$ cat config.mk
export PLATFORM = sky130hd
export DESIGN_NAME = btn_bank_conditioner
export DESIGN_NICKNAME = d
export VERILOG_FILES = /design/src/rtl/btn_bank_conditioner.sv
export SDC_FILE = /design/constraint.sdc
export NUM_CORES = 1
export LEC_CHECK = 0
export CORE_MARGIN = 2
export CORE_UTILIZATION = 25
export CTS_BUF_LIST = sky130_fd_sc_hd__clkbuf_8 sky130_fd_sc_hd__clkbuf_16
export DETAILED_ROUTE_END_ITERATION = 7
export SYNTH_ARGS = -nofsm -noshare
export SYNTH_HDL_FRONTEND = slang
export SYNTH_SLANG_ARGS = --single-unit
$ cat constraint.sdc
create_clock -name clk -period 1.9 [get_ports clk]
set_input_delay 0.475 -clock clk [delete_from_list [all_inputs] [get_ports clk]]
set_output_delay 0.475 -clock clk [all_outputs]
set_load 0.01 [all_outputs]
$ cat src/rtl/btn_bank_conditioner.sv
// Multi-channel push-button conditioner: synchronise, debounce, edge detect,
// long-press detection and auto-repeat, one independent lane per button.
module btn_bank_conditioner #(
  parameter int CHANNELS     = 4,
  parameter int SYNC_STAGES  = 2,
  parameter int COUNT        = 16,
  parameter int HOLD_COUNT   = 1000,
  parameter int REPEAT_COUNT = 250,
  parameter int REPEAT_EN    = 1,
  parameter int ACTIVE_LOW   = 0
) (
  input  logic                clk,
  input  logic                reset,
  input  logic [CHANNELS-1:0] btn,
  output logic [CHANNELS-1:0] out,
  output logic [CHANNELS-1:0] rise,
  output logic [CHANNELS-1:0] fall,
  output logic [CHANNELS-1:0] long_press,
  output logic [CHANNELS-1:0] rpt,
  output logic                any_rise
);

  localparam int CW = $clog2(COUNT + 1);
  localparam int HW = $clog2(HOLD_COUNT + 1);
  localparam int RW = $clog2(REPEAT_COUNT + 1);

  localparam logic [CW-1:0] CNT_LAST  = CW'(COUNT - 1);
  localparam logic [HW-1:0] HOLD_LAST = HW'(HOLD_COUNT);
  localparam logic [HW-1:0] HOLD_PRE  = HW'(HOLD_COUNT - 1);
  localparam logic [HW-1:0] HOLD_ONE  = HW'(1);
  localparam logic [RW-1:0] RPT_LAST  = RW'(REPEAT_COUNT - 1);
  localparam logic          INV       = (ACTIVE_LOW != 0);
  localparam logic          RPT_ON    = (REPEAT_EN != 0);

  logic [CHANNELS-1:0] rise_d;
  logic                any_rise_q;

  for (genvar c = 0; c < CHANNELS; c++) begin : g_ch
    logic [SYNC_STAGES-1:0] sync_q, sync_d;
    logic [CW-1:0]          cnt_q, cnt_d;
    logic [HW-1:0]          hold_q, hold_d;
    logic [RW-1:0]          rep_q, rep_d;
    logic                   out_q, out_d;
    logic                   rise_q, rise_n;
    logic                   fall_q, fall_d;
    logic                   long_q, long_d;
    logic                   rpt_q, rpt_d;
    logic                   s;

    always_comb begin
      sync_d = {sync_q[SYNC_STAGES-2:0], btn[c] ^ INV};
      s      = sync_q[SYNC_STAGES-1];

      out_d = out_q;
      cnt_d = '0;
      if (s != out_q) begin
        if (cnt_q == CNT_LAST) begin
          out_d = s;
        end else begin
          cnt_d = cnt_q + 1'b1;
        end
      end

      rise_n = out_d & ~out_q;
      fall_d = ~out_d & out_q;

      // hold_q saturates at HOLD_COUNT; from then on rep_q paces rpt
      hold_d = '0;
      rep_d  = '0;
      long_d = 1'b0;
      rpt_d  = 1'b0;
      if (out_d) begin
        if (!out_q) begin
          hold_d = HOLD_ONE;
        end else if (hold_q != HOLD_LAST) begin
          hold_d = hold_q + 1'b1;
          long_d = (hold_q == HOLD_PRE);
        end else begin
          hold_d = hold_q;
          rep_d  = (rep_q == RPT_LAST) ? '0 : rep_q + 1'b1;
          rpt_d  = RPT_ON && (rep_q == RPT_LAST);
        end
      end
    end

    always_ff @(posedge clk) begin
      if (reset) begin
        sync_q <= '0;
        cnt_q  <= '0;
        hold_q <= '0;
        rep_q  <= '0;
        out_q  <= 1'b0;
        rise_q <= 1'b0;
        fall_q <= 1'b0;
        long_q <= 1'b0;
        rpt_q  <= 1'b0;
      end else begin
        sync_q <= sync_d;
        cnt_q  <= cnt_d;
        hold_q <= hold_d;
        rep_q  <= rep_d;
        out_q  <= out_d;
        rise_q <= rise_n;
        fall_q <= fall_d;
        long_q <= long_d;
        rpt_q  <= rpt_d;
      end
    end

    assign rise_d[c]     = rise_n;
    assign out[c]        = out_q;
    assign rise[c]       = rise_q;
    assign fall[c]       = fall_q;
    assign long_press[c] = long_q;
    assign rpt[c]        = rpt_q;
  end

  always_ff @(posedge clk) begin
    if (reset) begin
      any_rise_q <= 1'b0;
    end else begin
      any_rise_q <= |rise_d;
    end
  end

  assign any_rise = any_rise_q;

endmodule

==> metrics.yaml <==
setup.worst_path.start: "g_ch[1].cnt_q[1]"
wire_per_inst_um: 11.9
rsz0062_at_grt: "true"
synth.yosys.seq_area_share: 0.446
nets: 648
synth_ff_type: "dfxtp_1"
grt_pass1_vias: 3797
synth_edf_count: 0
synth_cells: 565
synth_fp_nets: 595
initial_core_util: 0.257
htreeDepth: 4
num-fill-cells: 2142
clockRootBuffer: "clkbuf_16"
grt_usage: 0.0961
synth_top_family_by_area: "simple AND/OR/NAND/NOR gates"
cts_inserted_buffers: 17
hold_buffers: 0
relSlewSlack: 0.572
cp-start-kind: "register"
totalWireLength_um: 10800
io_pins: 27
max-vdd-ir-drop_v: 0.000449
die_area_um2: 22900
synth-xor-area-share: 0.0516
maxCapViolCount: 0
antenna_cells: 0
hold_violations: 0
port_buffers: 26
synth_compound_area_frac: 0.102
synth_cell_type_count: 51
synth_area_um2: 5430
syn_avg_cell_area_um2: 9.62
synthMuxAreaShare: 0.0129
placed_cell_area_um2: 6100
drt_iter0_drc: 153
status: "finished, final reports clean"
ant_nets: 0
area_growth_pct: 26.6
hpwl_um: 7370
max_freq_ghz: 0.528
worstReg2RegStart: "g_ch[1].cnt_q[1]"
path_class: "reg2reg"
globalplace.congestion: 0.723
cts.clk_slew.worst_paths_ns: 0.05
cts_max_path_buffers: 2
design_area_um2: 6880
critPathMaxFanout: 5
period_share: 0.996
firstDrtPassIters: 6
hp-start: "g_ch[0].sync_q[0]"
vias_per_cell: 4.56
worstMarginPinSlew_ns: 0.638
grt_first_pass_wirelength_um: 17600
worstPathRequired_ns: 2.21
die_x_um: 151
core_area_um2: 21200
fin_worst_skew_ns: 0.00861
powerDensity_nw_per_um2: 829
drc: 0
hold_ws_ns: 0.437
postSynth.asyncResetShare: 0
setup_viol: 0
final_cell_mix: "dfxtp_1 (117), buf_4 (39), nor2_1 (32)"
synth-simple-area-share: 0.274
cts_tree: "built"
synthAdderAreaFrac: 0.0553
p_leak_nw: 2.21
vias: 4130
final_common_cell: "dfxtp_1"
yosys_warnings: 0
die_h_um: 151
drive_above_1_share: 0.189
final.setup.tns_ns: 0
worst_ep_arrival_time_ns: 2.20
clk_latency_ns: 0.41
worstHoldPathType: "reg2reg"
synth_seq_cells: 121
cts_sinks: 121
min_period_ns: 1.89
grt_max_degree: 17
grt-ovfl-total: 0
end_kind: "register"
antenna_found_initial: 0
slew_violations: 0
rows: 53
## synthesized netlist by cell type (all sizes together), types with 3 or more instances
library cell / n / area share
nor2: 32 / 0.022
buf: 27 / 0.036
a21oi: 22 / 0.020
xor2: 19 / 0.031
mux2i: 7 / 0.013
nor4bb: 4 / 0.0074
nand3: 29 / 0.028
inv: 26 / 0.018
nand3b: 6 / 0.011
xnor2: 13 / 0.021
a2111oi: 6 / 0.014
clkbuf: 7 / 0.0048
nor3: 22 / 0.029
a211oi: 6 / 0.011
nor4: 15 / 0.023
o21ai: 23 / 0.021
o31ai: 10 / 0.015
nand4b: 7 / 0.014
or3: 31 / 0.036
and3: 4 / 0.0046
dfxtp: 121 / 0.45
and4: 3 / 0.0048
or4: 11 / 0.015
nor2b: 13 / 0.015
nand4: 14 / 0.016
ha: 24 / 0.055
nand2: 26 / 0.018
nand2b: 17 / 0.020
## final timing paths
check / end / slack (ns) / cells after the start
setup reg to reg: g_ch[1].rep_q[6] / 0.008 / 7
hold reg to reg: g_ch[0].sync_q[1] / 0.44 / 1
hold / removal: g_ch[0].sync_q[1] / 0.44 / 1
setup / recovery: g_ch[1].rep_q[6] / 0.008 / 7
## state kept, by name (all words and copies together) (netlist names)
signal,count
g_ch.long_q,4
g_ch.fall_q,4
g_ch.rpt_q,4
g_ch.sync_q,8
g_ch.rep_q,32
g_ch.cnt_q,20
g_ch.hold_q,40
g_ch.out_q,4
any_rise,1
g_ch.rise_q,4
## worst max-delay path: stages (launching register included)
cell	delay (ns)
dfxtp_2	0.33
ha_4	0.15
and3_4	0.15
ha_4	0.16
nand2b_4	0.07
or4b_4	0.50
buf_12	0.17
a2111oi_4	0.25
## where the power goes
| part | internal [mW] | switching, mW |
|---|---|---|
| Clock | 2.00 | 1.11 |
| Combinational | 0.0270 | 0.0190 |
| Sequential | 2.55 | 0.00673 |
## routing by layer
layer	track usage	wire length, um
met1	0.128	5330
met2	0.140	4830
met3	0.0346	463
met4	0.0393	173
met5	0	0
## kinds of logic (layout without fill, tap and decap cells)
family / Yosys count / count (layout)
and+or+nand+nor: 241 / 241
DFF: 121 / 121
AOI/OAI and AO/OA: 80 / 80
buffers and inverters: 60 / 125
xor gates and xnor gates: 32 / 32
adders and majority gates: 24 / 24
muxes: 7 / 7
## cell type report
| cell class | instances | area, um2 | share of cell area |
|---|---|---|---|
| Multi-Input combinational cell | 384 | 2830 | 0.412 |
| Sequential cell | 121 | 2430 | 0.353 |
| Timing Repair Buffer | 68 | 607 | 0.0882 |
| Clock buffer | 20 | 467 | 0.0678 |
| Tap cell | 275 | 344 | 0.0500 |
| Clock inverter | 11 | 106 | 0.0155 |
| Inverter | 26 | 97.6 | 0.0142 |
## metrics by stage
stage,worst slack [ns],std cells,total power [mW],util
detailed placement,-0.253,869,2.66,0.288
global placement,-0.206,869,2.65,0.288
floorplan,0.0229,565,2.63,-
CTS,0.00176,902,5.79,0.316
global route,-0.0646,905,5.91,0.325
finish,0.00778,905,5.71,0.325
## timing repair
action,in CTS,in global routing
gates cloned,0,2
setup endpoints to repair,11,18
gates resized for setup,7,27
pin swaps,0,5
buffers inserted,2,1
(Power assumes the default switching activity.)
